## src/rtl/mux_pipe_stage.sv

```systemverilog
// ---------------------------------------------------------------------------
// mux_pipe_stage
//
// N_IN-input, WIDTH-bit selector with a registered output and a valid/ready
// handshake. The selected word is stored; the raw inputs are not. A
// two-entry skid arrangement (output register plus one skid register) absorbs
// back-pressure, so in_ready is a function of registered state and rst only.
// It never depends combinationally on out_ready.
//
// Parameters
//   WIDTH       bit width of each data input and of the output
//   N_IN        number of data inputs (2..16)
//   SEL_W       select width, derived as $clog2(N_IN); do not override
//   DEFAULT_VAL word produced when select >= N_IN
//
// Ports
//   clk        in   system clock, rising edge
//   rst        in   synchronous active-high reset
//   flush      in   drop every buffered entry and any same-edge input
//   in_data    in   packed inputs, input k at [k*WIDTH +: WIDTH]
//   select     in   input index, sampled together with in_data
//   in_valid   in   in_data/select valid
//   in_ready   out  stage can accept an entry this cycle
//   out_data   out  oldest buffered selected word
//   out_valid  out  out_data valid
//   out_ready  in   downstream accepts out_data this cycle
//   sel_err    out  (only with MUX_PIPE_SEL_ERR_EN) sticky flag: an input
//                   transfer used select >= N_IN; cleared only by rst
//
// Optional feature macro: MUX_PIPE_SEL_ERR_EN
// ---------------------------------------------------------------------------
module mux_pipe_stage #(
  parameter int                 WIDTH       = 32,
  parameter int                 N_IN        = 4,
  parameter int                 SEL_W       = $clog2(N_IN),
  parameter logic [WIDTH-1:0]   DEFAULT_VAL = '0
) (
  input  logic                  clk,
  input  logic                  rst,
  input  logic                  flush,
  input  logic [WIDTH*N_IN-1:0] in_data,
  input  logic [SEL_W-1:0]      select,
  input  logic                  in_valid,
  output logic                  in_ready,
  output logic [WIDTH-1:0]      out_data,
  output logic                  out_valid,
  input  logic                  out_ready
`ifdef MUX_PIPE_SEL_ERR_EN
  ,
  output logic                  sel_err
`endif
);

  // State encodes (out_valid, skid_valid) directly.
  typedef enum logic [1:0] {
    EMPTY = 2'b00,
    FULL1 = 2'b10,
    FULL2 = 2'b11
  } state_t;

  state_t            state_q;
  state_t            state_d;
  logic [WIDTH-1:0]  out_data_q;
  logic [WIDTH-1:0]  out_data_d;
  logic [WIDTH-1:0]  skid_data_q;
  logic [WIDTH-1:0]  skid_data_d;

  logic [WIDTH-1:0]  sel_word;
  logic              skid_valid;
  logic              in_xfer;
  logic              out_xfer;

  // -------------------------------------------------------------------------
  // Input side: combinational selection
  // -------------------------------------------------------------------------
  // Unused select codes (N_IN not a power of two) fall through to
  // DEFAULT_VAL; they are a legal transfer.
  always_comb begin
    sel_word = DEFAULT_VAL;
    for (int k = 0; k < N_IN; k++) begin
      if (select == SEL_W'(k)) begin
        sel_word = in_data[k*WIDTH +: WIDTH];
      end
    end
  end

  assign out_valid  = (state_q == FULL1) || (state_q == FULL2);
  assign skid_valid = (state_q == FULL2);

  // Only registered state and rst feed in_ready, which keeps out_ready off
  // the upstream ready path.
  assign in_ready = ~skid_valid & ~rst;

  assign in_xfer  = in_valid & in_ready;
  assign out_xfer = out_valid & out_ready;

  // -------------------------------------------------------------------------
  // Next-state: output register + skid entry
  // -------------------------------------------------------------------------
  always_comb begin
    state_d     = state_q;
    out_data_d  = out_data_q;
    skid_data_d = skid_data_q;

    if (flush) begin
      // out_data keeps its stale value; consumers must qualify with out_valid.
      state_d = EMPTY;
    end else begin
      case (state_q)
        EMPTY: begin
          if (in_xfer) begin
            state_d    = FULL1;
            out_data_d = sel_word;
          end
        end

        FULL1: begin
          if (in_xfer && out_xfer) begin
            out_data_d = sel_word;
          end else if (in_xfer) begin
            // Output stalled: park the new word behind it.
            state_d     = FULL2;
            skid_data_d = sel_word;
          end else if (out_xfer) begin
            state_d = EMPTY;
          end
        end

        FULL2: begin
          // in_ready is low here, so only the drain can happen.
          if (out_xfer) begin
            state_d    = FULL1;
            out_data_d = skid_data_q;
          end
        end

        default: begin
          state_d = EMPTY;
        end
      endcase
    end
  end

  // -------------------------------------------------------------------------
  // Registers
  // -------------------------------------------------------------------------
  always_ff @(posedge clk) begin
    if (rst) begin
      state_q     <= EMPTY;
      out_data_q  <= '0;
      skid_data_q <= '0;
    end else begin
      state_q     <= state_d;
      out_data_q  <= out_data_d;
      skid_data_q <= skid_data_d;
    end
  end

  assign out_data = out_data_q;

`ifdef MUX_PIPE_SEL_ERR_EN
  // -------------------------------------------------------------------------
  // Sticky out-of-range select flag
  // -------------------------------------------------------------------------
  logic sel_oob;
  logic sel_err_q;
  logic sel_err_d;

  assign sel_oob = (int'(select) >= N_IN);

  // The handshake completed even if flush then discards the entry, so the
  // flag still records it; flush itself never clears the flag.
  always_comb begin
    sel_err_d = sel_err_q;
    if (in_xfer && sel_oob) begin
      sel_err_d = 1'b1;
    end
  end

  always_ff @(posedge clk) begin
    if (rst) begin
      sel_err_q <= 1'b0;
    end else begin
      sel_err_q <= sel_err_d;
    end
  end

  assign sel_err = sel_err_q;
`endif

endmodule

```

## config.mk

```make
export PLATFORM = sky130hd
export DESIGN_NAME = mux_pipe_stage
export DESIGN_NICKNAME = d
export VERILOG_FILES = /design/src/rtl/mux_pipe_stage.sv
export SDC_FILE = /design/constraint.sdc
export NUM_CORES = 1
export LEC_CHECK = 0
export CAP_MARGIN = 20
export CORE_MARGIN = 3
export CORE_UTILIZATION = 45
export CTS_BUF_LIST = sky130_fd_sc_hd__clkbuf_4 sky130_fd_sc_hd__clkbuf_8
export CTS_CLUSTER_SIZE = 40
export DETAILED_ROUTE_END_ITERATION = 10
export GPL_ROUTABILITY_DRIVEN = 0
export GPL_TIMING_DRIVEN = 1
export PLACE_DENSITY = 0.88
export SYNTH_ARGS = -nofsm -noshare
export SYNTH_HDL_FRONTEND = slang
export SYNTH_SLANG_ARGS = --single-unit
```

## constraint.sdc

```tcl
create_clock -name clk -period 3.5 [get_ports clk]
set_input_delay 0.35 -clock clk [delete_from_list [all_inputs] [get_ports clk]]
set_output_delay 0.35 -clock clk [all_outputs]
set_load 0.005 [all_outputs]
```

# Yosys cells after proc, flatten, opt, wreduce, memory -nomap -nowiden
# Cells that the tools add are included.
# totals
ff_bits	66
latch_bits	0
ramBits	0
romBits	0
input_bits	135
output_inout_bits	34
mem_count	0
# classes
add_sub_neg	0
n_mul	0
n_div	0
magnitude_cmp	0
eq_ne	10
shift	0
mux	14
bitwise	7
reduce_logical	9
# ops
op	count
2-to-1 mux 32 bit	7
one-hot mux 32 bit (3 select lines)	1
2-to-1 mux 2 bit	5
== test 2 bit, second input constant	4
AND reduction 4 bit	2
one-hot mux 2 bit (3 select lines)	1
AND reduction 5 bit	1
zero test 2 bit	2
inequality test 2 x 1 -> 1 bit, second input constant	2
inequality test 2 bit, second input constant	2
NOT 1 bit	4
AND 1 bit	3
inequality test 3 bit, second input constant	1
nonzero test 3 bit	1
== test 2 x 1 -> 1 bit, second input constant	1
OR reduction 2 bit	1
logical AND 1 bit	1
logical OR 1 bit	1

# Logic depth before layout (Yosys ltp)
# logic_depth
word_depth	7
ltp_mapped	8
depth_no_buf	6

# Worst setup path after synthesis
# Ideal clock, no wire load.
# synth_timing
path_type	reg-to-reg
from	register state_q[0]
to	register out_data_q[0], in the netlist out_data[0]
t_arrival_ps	1762
required_time_ps	3383
setup_slack_ps	1621
stages_incl_launch_ff	8
n_path_buf	1
period_less_slack_ps	1879
cell_sequence	dfxtp_1 inv_1 ha_1 or3b_1 a211oi_2 a211oi_1 buf_2 a22o_1
# synth_between
elab_chain_cells	7
word_cells_on_any_way	15
classes_between	eq/ne: 5; mux: 1; bitwise: 4; reduce/logical: 5
# synth_lines
item	line_no	text
from (decl)	61	state_t state_q;
from (signal assigned)	153	state_q <= state_d;
== test 2 bit	87, 88, 109	
NOT 1 bit	92	assign in_ready = ~skid_valid & ~rst;
AND 1 bit	92	
AND 1 bit	94	assign in_xfer = in_valid & in_ready;
logical AND 1 bit	118	if (in_xfer && out_xfer) begin
inequality test 2 x 1 -> 1 bit (no source line)	--	
AND reduction 5 bit (no source line)	--	
to (signal assigned)	154	out_data_q <= out_data_d;
to (decl)	63	logic [WIDTH-1:0] out_data_q;
# Parallel ways exist; a longest one is shown, timed or not.
# A chain may end at the register's enable or synchronous reset.

# Worst setup path after layout
# layout_timing
from	register state_q[0]
to	register out_data_q[8], in the netlist out_data[8]
# The elaborated chain is that of the path after synthesis.

==> run summary <==
# Post-CTS Setup Buffers = 0
IO Count = 169
Placed cell area = 5220 µm²
Critical Path Sink Type = flip-flop
Synth area leader = dfxtp_1
Die footprint = 8840 µm²
Ant. Diodes = 0
Via/cell ratio = 5.45
Slew margin rel. = 0.566
R2R Setup Slk = 1.15 ns
Total power = 1.87 mW
Post-synthesis sequential area ratio = 0.379
Gr usage total = 0.233
Final Cycle Share = 0.671
Number of global-route vias before repair = 3458
Final Hold Viols = 0
CTS tree = done
Clock transition at path regs = 0.07 ns
Htree depth = 3
Max-slew violation count = 0
Reg area = 1320 µm²
CP required = 3.77 ns
Top-area cell type share of the netlist area = 0.379
Yosys cell types = 32
RR Endpoint = out_data[8]
Remaining DRCs = 0
# resized after CTS = 0
Setup TNS = 0 ns
Ratio of cells with drive above 1 in the final layout = 0.194
Max cap viols = 0
Core area = 7370 µm²
Hold depth = 2
Ranking of synthesized cells by area = dfxtp_1 (38%), mux4_2 (21%), mux2_2 (9.7%)
WHS Endpoint = skid_data_q[7]
Hold-fix buffers, CTS = 0
Routed vias = 3182
Post-Route WL = 10200 µm
Drt wl/cell = 17.4 µm
Layout area overhead = 56.4%
Critical Path AT = 2.62 ns
Synth Warn # = 0
FP Rows = 31
First-pass GRT wire length = 16000 µm
Fin area = 5450 µm²
Post-synthesis cell count = 320
Multi-input logic area = 2020 µm²
Hold WC Path Type = reg -> reg
Clock tree root driver cell = clkbuf_8
Initial antenna violation count = 0
Critical path fanouts, max = 34
Seq cells post-synth = 66
Slowest stage delay, CP = 0.46 ns
Worst Max-Slew Pin Slew = 0.643 ns
# setup viols final = 0
Chip width = 94.0 µm
ANT nets after route = 0
Layout Nets = 620
Skew final = 0.00531 ns
Largest net degree at the start of global routing = 35
Syn avg cell area = 10.9 µm²
PD cells = 343 nW/µm²
DRT Pass-1 Iters = 4
CP bufs+invs = 2
IO buf count = 168
FF-to-FF Start = state_q[0]
Fillcell total = 522
GR Overflow Total = 0
Fmax = 0.426 GHz
Pleak = 1.94 nW
Initial Util = 0.473
Clk sink count = 66
Top delay family on crit path = buffers and inverters
RSZ-0062 raised after global routing = false
Cell area after synthesis = 3480 µm²
Status = complete, no violations
Mapped Nets = 460
Die H = 94.0 µm
Clock latency on the worst-skew pair = 0.33 ns
Crit Path Class = reg -> reg
CP dominant cell by count = buf_4
Period minus WS final = 2.35 ns
Crit path max-delay cell type = or3b_4
Total CTS buffers = 9
Finished Core Util = 0.740
Peak supply drop = 177 µV
Setup crit start kind = flip-flop
Post-DP HPWL = 7400 µm
Hold path startpoint = skid_data_q[7]
CP Cell Sequence = ha_2 -> buf_4 -> or3b_4 -> a211oi_2 -> a21o_1 -> buf_4 -> a22o_1
R2R cell count = 7
Maximum buffer depth of the clock tree = 2
Fin Hold WS = 0.452 ns
Initial DRC Count = 105
[synthesized netlist by cell type]
library cell	n
a22o_1	32
nor2b_1	1
o21ai_0	2
or3_1	1
a21o_1	1
clkbuf_1	10
buf_1	3
inv_1	4
or3b_1	1
mux2_1	2
or3b_4	1
a21boi_1	1
ha_1	5
or2_2	1
buf_6	4
a211oi_2	1
nor3_2	1
nor2_1	3
nand4bb_1	1
a211oi_1	1
mux2_2	30
buf_4	1
buf_2	10
nand2_1	67
o21a_1	1
mux4_2	32
or4_1	1
mux2i_1	1
o22ai_1	1
dfxtp_1	66
nor4b_1	1
a21oi_1	33
[worst reg2reg max path: cells and delay by family, from the launching register on]
family / cells / cell delay [ns]
buf+inv: 2 / 0.63
compound gates: 3 / 0.63
simple gates: 1 / 0.47
flops: 1 / 0.36
fa+ha+maj: 1 / 0.21
[registers in the layout (all words and copies together), names as in the netlist]
name,count
skid_data_q,32
state_q,2
out_data,32
[power by group]
part	switching (mW)	internal, mW	leakage, nW
clock network	0.288	0.375	0.102
logic	0.129	0.284	1.30
registers	0.0149	0.778	0.536
[routing by layer]
layer	up-vias	global-route usage	routed length, µm
li1	1504	-	-
met1	1529	0.266	3970
met2	134	0.419	5340
met3	15	0.0545	724
met4	0	0.0878	148
met5	-	0	0
[cells in the final DEF, fill, tap and decap left out, types with 2 or more instances in the layout]
cell / synthesis / layout
clkdlybuf4s50_1: 0 / 167
nand2_1: 67 / 67
dfxtp_1: 66 / 66
a21oi_1: 33 / 33
mux4_2: 32 / 32
a22o_1: 32 / 32
mux2_2: 30 / 30
clkbuf_8: 0 / 11
buf_4: 1 / 8
inv_1: 4 / 4
ha_1: 5 / 4
nor2_1: 3 / 3
o21ai_0: 2 / 2
mux2_1: 2 / 2
clkinvlp_4: 0 / 2
[final cells by class]
type	count	area share
timing repair buffer	177	0.324
tap	99	0.0227
inverter	4	0.00275
sequential	66	0.242
clock buffer	12	0.0291
multi-input combinational	222	0.370
clock inverter	4	0.00918
[logic make-up after synthesis]
kind of cell / after synthesis / synth area share
AOI/OAI and AO/OA: 73 / 0.145
adders and majority gates: 5 / 0.0180
muxes: 65 / 0.313
DFF: 66 / 0.379
buffers and inverters: 32 / 0.0478
and+or+nand+nor: 79 / 0.0973
[worst max path at each step]
stage / slack, ns / cells past startpoint / from / to
after detailed placement: 0.85 / 5 / select[1] / out_data[16]
after global routing: 1.03 / 7 / state_q[1] / out_data[21]
after floorplan: 1.62 / 7 / state_q[0] / out_data[0]
after CTS: 1.15 / 7 / state_q[0] / out_data[8]
after global placement: 0.92 / 5 / select[1] / out_data[16]
final: 1.15 / 7 / state_q[0] / out_data[8]
[metrics by stage]
| stage | worst slack [ns] | std cells |
|---|---|---|
| 4_1_cts | 1.15 | 583 |
| 5_1_grt | 1.03 | 584 |
| 3_5_place_dp | 0.853 | 567 |
| 3_3_place_gp | 0.915 | 567 |
| 6_report | 1.15 | 584 |
| 2_1_floorplan | 1.62 | 320 |
Note: power is estimated with default switching activity, not from simulation.
